### config.mk
export PLATFORM = sky130hd
export DESIGN_NAME = peripheral_uart_tx_wb_flat
export DESIGN_NICKNAME = d
export VERILOG_FILES = /design/src/rtl/peripheral_uart_tx_wb_if.sv /design/src/rtl/peripheral_uart_tx_wb.sv /design/src/flat_wrapper.sv
export SDC_FILE = /design/constraint.sdc
export NUM_CORES = 1
export LEC_CHECK = 0
export BUFFER_PORTS_ARGS = -buffer_cell sky130_fd_sc_hd__buf_2
export CORE_MARGIN = 4
export CORE_UTILIZATION = 35
export DETAILED_ROUTE_END_ITERATION = 6
export PLACE_DENSITY = 0.6
export RECOVER_POWER = 50
export REMOVE_ABC_BUFFERS = 1
export SLEW_MARGIN = 20
export SYNTH_ARGS = -nofsm -noshare
export SYNTH_HDL_FRONTEND = slang
export SYNTH_SLANG_ARGS = --single-unit
### constraint.sdc
create_clock -name clk -period 2.92 [get_ports clk]
set_clock_uncertainty 0.15 [all_clocks]
set_input_delay 0.146 -clock clk [delete_from_list [all_inputs] [get_ports clk]]
set_output_delay 0.146 -clock clk [all_outputs]
set_load 0.05 [all_outputs]
### src/rtl/peripheral_uart_tx_wb_if.sv
// Read-side link between the UART transmit FIFO and the serializer.
// fifo_data is valid combinationally whenever fifo_empty=0; one fifo_pop clk consumes that word.
interface peripheral_uart_tx_wb_if #(
  parameter int DATA_WIDTH = 8
);
  logic [DATA_WIDTH-1:0] fifo_data;
  logic                  fifo_empty;
  logic                  fifo_pop;

  modport master (
    output fifo_pop,
    input  fifo_data,
    input  fifo_empty
  );

  modport slave (
    input  fifo_pop,
    output fifo_data,
    output fifo_empty
  );
endinterface

### src/rtl/peripheral_uart_tx_wb.sv
// UART transmit serializer: pops a FIFO word and shifts it out as a
// start/data/parity/stop frame timed by a 16x baud enable.
module peripheral_uart_tx_wb #(
  parameter int DATA_WIDTH = 8
) (
  input  logic                   clk,
  input  logic                   rst_n,
  input  logic                   enable,
  input  logic [7:0]             lcr,
  peripheral_uart_tx_wb_if.master fifo,
  output logic                   stx_o,
  output logic                   tx_busy,
  output logic [2:0]             tstate
);

  typedef enum logic [2:0] {
    IDLE   = 3'd0,
    POP    = 3'd1,
    START  = 3'd2,
    DATA   = 3'd3,
    PARITY = 3'd4,
    STOP   = 3'd5
  } state_t;

  state_t                state, state_next;
  logic [4:0]            tick_cnt;
  logic [2:0]            bit_cnt;
  logic [DATA_WIDTH-1:0] shift_reg;
  logic [1:0]            frame_wl;
  logic                  frame_stop2;
  logic                  frame_par_en;
  logic                  par_bit;

  logic [3:0]            word_len;
  logic                  data_xor;
  logic                  par_calc;
  logic [2:0]            last_bit;
  logic [4:0]            stop_last;
  logic [4:0]            tick_last;
  logic                  tick_end;
  logic                  stx_line;
  logic                  unused_bits;

  assign unused_bits = lcr[7];

  // Parity is computed from the live word at POP, masked to the word length.
  assign word_len = 4'd5 + {2'b00, lcr[1:0]};
  always_comb begin
    data_xor = 1'b0;
    for (int i = 0; i < DATA_WIDTH; i++) begin
      if (i < int'(word_len)) data_xor = data_xor ^ fifo.fifo_data[i];
    end
  end
  assign par_calc = lcr[5] ? ~lcr[4] : (lcr[4] ? data_xor : ~data_xor);

  assign last_bit  = 3'd4 + {1'b0, frame_wl};
  assign stop_last = !frame_stop2 ? 5'd15 : ((frame_wl == 2'd0) ? 5'd23 : 5'd31);
  assign tick_last = (state == STOP) ? stop_last : 5'd15;
  assign tick_end  = enable && (tick_cnt == tick_last);

  always_ff @(posedge clk or negedge rst_n) begin
    if (!rst_n) state <= IDLE;
    else        state <= state_next;
  end

  always_comb begin
    state_next = state;
    case (state)
      IDLE:    if (enable && !fifo.fifo_empty) state_next = POP;
      POP:     state_next = START;
      START:   if (tick_end) state_next = DATA;
      DATA:    if (tick_end && (bit_cnt == last_bit))
                 state_next = frame_par_en ? PARITY : STOP;
      PARITY:  if (tick_end) state_next = STOP;
      STOP:    if (tick_end) state_next = IDLE;
      default: state_next = IDLE;
    endcase
  end

  // Frame datapath: captures word and frame format at POP, then counts ticks and bits.
  always_ff @(posedge clk or negedge rst_n) begin
    if (!rst_n) begin
      tick_cnt     <= 5'd0;
      bit_cnt      <= 3'd0;
      shift_reg    <= '0;
      frame_wl     <= 2'd0;
      frame_stop2  <= 1'b0;
      frame_par_en <= 1'b0;
      par_bit      <= 1'b0;
    end else if (state == POP) begin
      tick_cnt     <= 5'd0;
      bit_cnt      <= 3'd0;
      shift_reg    <= fifo.fifo_data;
      frame_wl     <= lcr[1:0];
      frame_stop2  <= lcr[2];
      frame_par_en <= lcr[3];
      par_bit      <= par_calc;
    end else if (enable && (state != IDLE)) begin
      if (tick_end) begin
        tick_cnt <= 5'd0;
        if (state == DATA) begin
          shift_reg <= {1'b0, shift_reg[DATA_WIDTH-1:1]};
          bit_cnt   <= bit_cnt + 3'd1;
        end
      end else begin
        tick_cnt <= tick_cnt + 5'd1;
      end
    end
  end

  always_comb begin
    stx_line = 1'b1;
    case (state)
      START:   stx_line = 1'b0;
      DATA:    stx_line = shift_reg[0];
      PARITY:  stx_line = par_bit;
      default: stx_line = 1'b1;
    endcase
    // Break uses the live lcr so it takes effect immediately in any state.
    stx_o         = lcr[6] ? 1'b0 : stx_line;
    fifo.fifo_pop = (state == POP);
    tx_busy       = (state != IDLE);
    tstate        = state;
  end

endmodule

### src/flat_wrapper.sv
// flat-port wrapper written by rule: the top's interface ports become plain ports
module peripheral_uart_tx_wb_flat 
#(
  parameter int DATA_WIDTH = 8
)
  (clk, rst_n, enable, lcr, stx_o, tx_busy, tstate, fifo_fifo_pop, fifo_fifo_data, fifo_fifo_empty);
  peripheral_uart_tx_wb_if #(.DATA_WIDTH(DATA_WIDTH)) fifo_i ();
  input  logic clk;
  input  logic rst_n;
  input  logic enable;
  input  logic [7:0] lcr;
  output logic stx_o;
  output logic tx_busy;
  output logic [2:0] tstate;
  output wire logic [$bits(fifo_i.fifo_pop)-1:0] fifo_fifo_pop;
  input wire logic [$bits(fifo_i.fifo_data)-1:0] fifo_fifo_data;
  input wire logic [$bits(fifo_i.fifo_empty)-1:0] fifo_fifo_empty;
  assign fifo_fifo_pop = fifo_i.fifo_pop;
  assign fifo_i.fifo_data = fifo_fifo_data;
  assign fifo_i.fifo_empty = fifo_fifo_empty;
  peripheral_uart_tx_wb #(.DATA_WIDTH(DATA_WIDTH)) u_core (.clk(clk), .rst_n(rst_n), .enable(enable), .lcr(lcr), .fifo(fifo_i), .stx_o(stx_o), .tx_busy(tx_busy), .tstate(tstate));
endmodule
# Word-level counts from Yosys, hierarchy flattened
# Cells that the tools add are included.
# Widths: inputs -> output; s select.
# word_totals
regBits	24
out_inout_bits	6
inputBits	20
# op_classes
reduce_logical	13
eq_ne	12
n_mux	33
n_lt_le_gt_ge	8
bitwise_logic	9
n_addsub	4
# ops
op	n
$mux 8	4
$mux 3	9
$mux 5	5
$pmux 3 s6	1
$lt 3x4->1 const A	4
$mux 1	12
$ne 2x1->1 const B	5
$lt 1x4->1 const A	2
$lt 2x4->1 const A	2
$xor 1x1->1	7
$eq 3x2->1 const B	2
$eq 3x3->1 const B	2
$reduce_bool 2->1	3
$add 5x1->5 const B	1
$eq 5x5->1	1
$reduce_and 5->1	1
$add 3x2->4 const A	1
$logic_and 1x1->1	4
$mux 4	1
$add 3x1->3 const B	1
$add 3x2->3 const A	1
$eq 3x1->1 const B	1
$eq 3x3->1	1
$logic_not 3->1	1
6 further kinds	7

# Logic depth before layout (Yosys ltp)
# logic_depth
depth_word	20
mapped_depth	8
mapped_depth_nobuf	7

# Least setup slack after synthesis
# OpenSTA, ideal clock, no wires.
# synth_timing
kind	reg-to-output
startpoint	register u_core.state[0] (netlist: u_core.tstate[0])
endpoint	output port stx_o
path_buffers	1
arrival_ns	2.337
required_time_ns	2.624
stages_incl_launch_ff	4
setup_slack_ns	0.287
cell_sequence	dfrtp_1 > clkbuf_1 > nand2_1 > a221oi_1
# synth_between
elab_chain_len	3
# synth_rtl
element	line	text
start: declaration	peripheral_uart_tx_wb.sv:25	state_t state, state_next;
start signal: assignment	peripheral_uart_tx_wb.sv:63	else state <= state_next;
$eq 3x3->1 or $eq 3x2->1 (tied branches)	peripheral_uart_tx_wb.sv:113	case (state)
$pmux 1 s3 (*)	peripheral_uart_tx_wb.sv:113	
$mux 1 (*)	peripheral_uart_tx_wb.sv:120	stx_o = lcr[6] ? 1'b0 : stx_line;
end: declaration	flat_wrapper.sv:12	output logic stx_o;
# Mark *: on every way between the ends. The rest lies on a longest branch, timed or not.

# Final worst setup path
# layout_timing
startpoint	register u_core.state[2] (netlist: u_core.tstate[2])
endpoint	register u_core.shift_reg[5]
# layout_between
elab_chain_len	6
# layout_rtl
element	line	text
$eq 3x3->1	peripheral_uart_tx_wb.sv:58	assign tick_last = (state == STOP) ? stop_last : 5'd15;
$mux 5	peripheral_uart_tx_wb.sv:58	
$eq 5x5->1	peripheral_uart_tx_wb.sv:59	assign tick_end = enable && (tick_cnt == tick_last);
$logic_and 1x1->1	peripheral_uart_tx_wb.sv:59	
$reduce_bool 2->1 (no line)	-	
$reduce_and 3->1 (no line)	-	
end signal: assignment	peripheral_uart_tx_wb.sv:93	shift_reg <= fifo.fifo_data;
end signal: assignment	peripheral_uart_tx_wb.sv:102	shift_reg <= {1'b0, shift_reg[DATA_WIDTH-1:1]};
end: declaration	peripheral_uart_tx_wb.sv:28	logic [DATA_WIDTH-1:0] shift_reg;
# Several ways; a longest one is shown, not always the timed one.
# A chain may end at the register's enable or synchronous reset.

==> results.md <==
- The run finished with clean final reports.
- For this design the ratio of total power to cell area is between 400 and 500 nW/um2.
- The kind of critical path is flip-flop to flip-flop.
- The setup slack of the most critical reg-to-reg path is roughly 560 ps.
- Summed over all failing endpoints, the final setup total negative slack is 0 ps.
- The predominant post-synthesis flop cell is dfrtp_1.
- The global-route wire length before repair is 5.34 mm.
- Prior to clock tree synthesis, the placed netlist has a worst setup slack of 575 ps.
- The initial antenna violation count is 0.
- The number of buffers between clock root and the deepest sink is 2.
- The number of design-rule violations left by the first detailed-router iteration is 70.
- Traced cell by cell, the critical path runs through nand4b_4 -> or4_1 -> a2111o_1 -> buf_4 -> mux2i_1 -> o21ai_1.
- The total half-perimeter wirelength after legalization and detailed placement is 2.28 mm.
- After clock tree synthesis, the clock-pin slew on the worst setup and hold paths is 80 ps.
- The power share of the combinational group is 0.207.
- Synthesis inferred 24 register bits.
- The required time of the critical path is approximately 2900 ps.
- The synthesized area per cell is around 9 um2.
- The number of nets in the final layout is between 200 and 250.
- The synthesized netlist occupies a cell area of 1410 um2.
- The count of buffers from port buffering is 24.
- The antenna cell count is 0.
- Setup violations remaining at the end of the flow were counted as 0.
- The number of synthesized flops with an enable pin is 0.
- The final estimated routing congestion in global placement is 0.716.
- The cell at the root of the clock tree is clkbuf_8.
- The number of filler instances in the final layout is about 400.
- The largest total area in the synthesized netlist belongs to dfrtp_1.
- The number of warning messages in the yosys log is 0.
- Before antenna repair, the detailed router went through 4 iterations.
- The count of different cell masters after synthesis is 40.
- The share of total power dissipated in the clock network is 0.249.
- The post-CTS setup buffer count is 0.
- VDD sags by at most between 0.3 and 0.4 mV.
- Setup repair after global routing left no endpoint under its margin.
- The most instantiated library cell after synthesis is nand2_1.
- The classification of the worst-slack hold path is input port to flip-flop.
- Data on the critical path arrives at its endpoint at approximately 2300 ps.
- The delay of the slowest cell on the worst path is 550 ps.
- From synthesis to final layout, the design area changed by 22.9%.
- In this design, the largest share of critical-path delay is due to simple AND/OR/NAND/NOR gates.
- The portion of the post-synthesis area used by sequential elements is 0.425.
- In the post-synthesis netlist, the biggest area contributors are dfrtp_1, nand2_1, mux2i_1.
- The number of pins exceeding their max-slew limit in the final report is 0.
- CTS built an H-tree with a depth of 1.
- The startpoint type of the worst setup path is a flip-flop.
- The internal power of the cells totals between 0.0005 and 0.0006 W.
- Measured along the y axis, the die boundary spans 71.6 um.
- Counting both buffers and inverters, the worst setup path holds a total of 1.
- The share of synthesized area in the top cell type comes to 0.425.
- The critical path endpoint category is a flip-flop.
- The clock sink count is 24.
- Setup slack on the critical path of the routed design comes to 557 ps.
- In the global route stage, overall resource usage came out at 0.129.
- The final antenna-violating net count is 0.
- The starting density of the core is 0.375.
- The share of the clock period used by the worst path after layout is 0.809.
- The net switching power is around 0.00021 W.
- The total DRC errors in the routed layout is 0.
- The total number of vias is between 1,000 and 1,500.
- The core area is ~3800 um2.
- The highest net fanout along the worst path is 10.
- Summed over all cells, the static leakage comes to roughly 0.83 nW.
- The via count of the first global-routing pass is roughly 1,100.
- The transition time at the pin with the least slew margin is approximately 1300 ps.
- The total overflow left after global routing is 0.
- The register with the most flip-flops in the layout has 8 of them.
- The slowest stage cell on the critical path is dfrtp_1.
- Of the total power, the share spent switching nets is 0.274.
- After synthesis, the share of flip-flops with an asynchronous set or reset is 1.00.
- After detailed routing, the average wire length per cell comes to between 10 and 15 um.
- The die extent in x is approximately 70 um.
- The largest net degree at the start of global routing is 25.
- The detail-routed via count per cell is 5.16.
- The share of post-route cells with drive strength above 1 is 0.164.
- The time the final worst path needs with I/O delays and setup is between 2000 and 2500 ps.
- The TritonCTS buffer count is 3.
- The sequential share of power is 0.544.
- Synthesis handed over a netlist of 154 instances.
- The max-cap check violation count is 0.
- The number of failing hold endpoints at the final stage came to 0.
- For this run, the top clock speed supported by timing is around 0.42 GHz.
- The I/O pin count is 26.
- The post-detailed-routing wire length is between 3 and 4 mm.
- The floorplan has 22 rows.
- The commonest cells after synthesis are nand2_1, dfrtp_1, mux2i_1.
- The remaining max-slew budget at the tightest pin is 0.136.
- The floorplan step defined a die boundary enclosing ~5100 um2.
- The TritonCTS clock tree is yes.
- The clock latency on the worst-skew pair is 260 ps.
## worst paths after layout
kind	from	depth (start not counted)	to
max	u_core.tstate[2]	6	u_core.shift_reg[5]
min	fifo_fifo_data[6]	3	u_core.shift_reg[6]
min reg2reg	u_core.frame_par_en	2	u_core.frame_par_en
min in group asynchronous	rst_n	2	u_core.tick_cnt[1]
max reg2reg	u_core.tstate[2]	6	u_core.shift_reg[5]
max in group asynchronous	rst_n	2	u_core.shift_reg[3]
## power groups by stage
| stage | combinational, W | sequential [W] | clock (W) |
|---|---|---|---|
| 2_1_floorplan | 0.000105 | 0.000409 | 0 |
| 3_3_place_gp | 0.000140 | 0.000419 | 0 |
| 3_5_place_dp | 0.000147 | 0.000421 | 0 |
| 4_1_cts | 0.000160 | 0.000414 | 0.000202 |
| 5_1_grt | 0.000175 | 0.000421 | 0.000219 |
| 6_report | 0.000158 | 0.000414 | 0.000190 |
## metal layers
metal  vias to the layer above  track usage  part of all wire
li1                        621            -                 -
met3                         2       0.0365             0.048
met4                         0       0.0125            0.0039
met5                         -            0                 0
met2                        30        0.216              0.49
met1                       569        0.170              0.46
## layout make-up
class	count	area, um2	area share
flip-flops and latches	24	601	0.346
multi-input cells	119	762	0.438
repair buffers	40	263	0.151
well taps	48	60.1	0.0346
clock buffers	3	41.3	0.0238
inverters	3	11.3	0.00648
## repair_timing
item | in CTS | in global routing
resized for setup | 0 | 0
setup endpoints to repair | 0 | 0
endpoints found under the hold margin | 34 | 0
hold buffers | 11 | 0
## cells in the final DEF (no fill, tap or decap), types with 2 or more instances in the layout
cell	count
nand2_1	28
dfrtp_1	24
buf_2	20
dlygate4sd3_1	11
mux2i_1	8
nor2_1	7
nand3_1	7
xnor2_1	7
o21ai_1	7
a21oi_1	5
buf_4	5
o21ai_0	4
clkbuf_1	4
inv_1	3
nor2b_1	3
a211oi_1	3
a22o_1	3
and3_1	3
o211ai_1	3
xor2_1	3
nor3b_1	3
clkbuf_8	3
or3_1	2
a221oi_1	2
o31ai_1	2
and2_1	2
nor3_1	2
ha_1	2
## per-stage QoR
| step | total power (W) | hold slack, ps | std cells | area, um2 | util |
|---|---|---|---|---|---|
| detailed placement | 0.000568 | 19.9 | 223 | 1590 | 0.422 |
| finish | 0.000761 | 8.23 | 237 | 1740 | 0.461 |
| floorplan | 0.000514 | -300 | 146 | 1370 | - |
| global placement | 0.000560 | 10.5 | 223 | 1590 | 0.422 |
| CTS | 0.000776 | 1.87 | 237 | 1740 | 0.462 |
| global route | 0.000815 | 8.82 | 237 | 1740 | 0.461 |
## tightest hold or removal path: cells and delay by family
kind | cells | cell delay (ps)
AO/OA/AOI/OAI | 1 | 60
AND/OR/NAND/NOR | 1 | 50
buffers and inverters | 1 | 120
## kinds of logic after synthesis
logic type	after synthesis	share of synthesized area
AO/OA/AOI/OAI	36	0.175
multiplexers	8	0.0566
buffers and inverters	11	0.0363
AND/OR/NAND/NOR	63	0.227
adder cells (fa/ha/maj)	2	0.0177
flip-flops	24	0.425
XOR/XNOR	10	0.0620
Note: power is estimated with default switching activity, not from simulation.
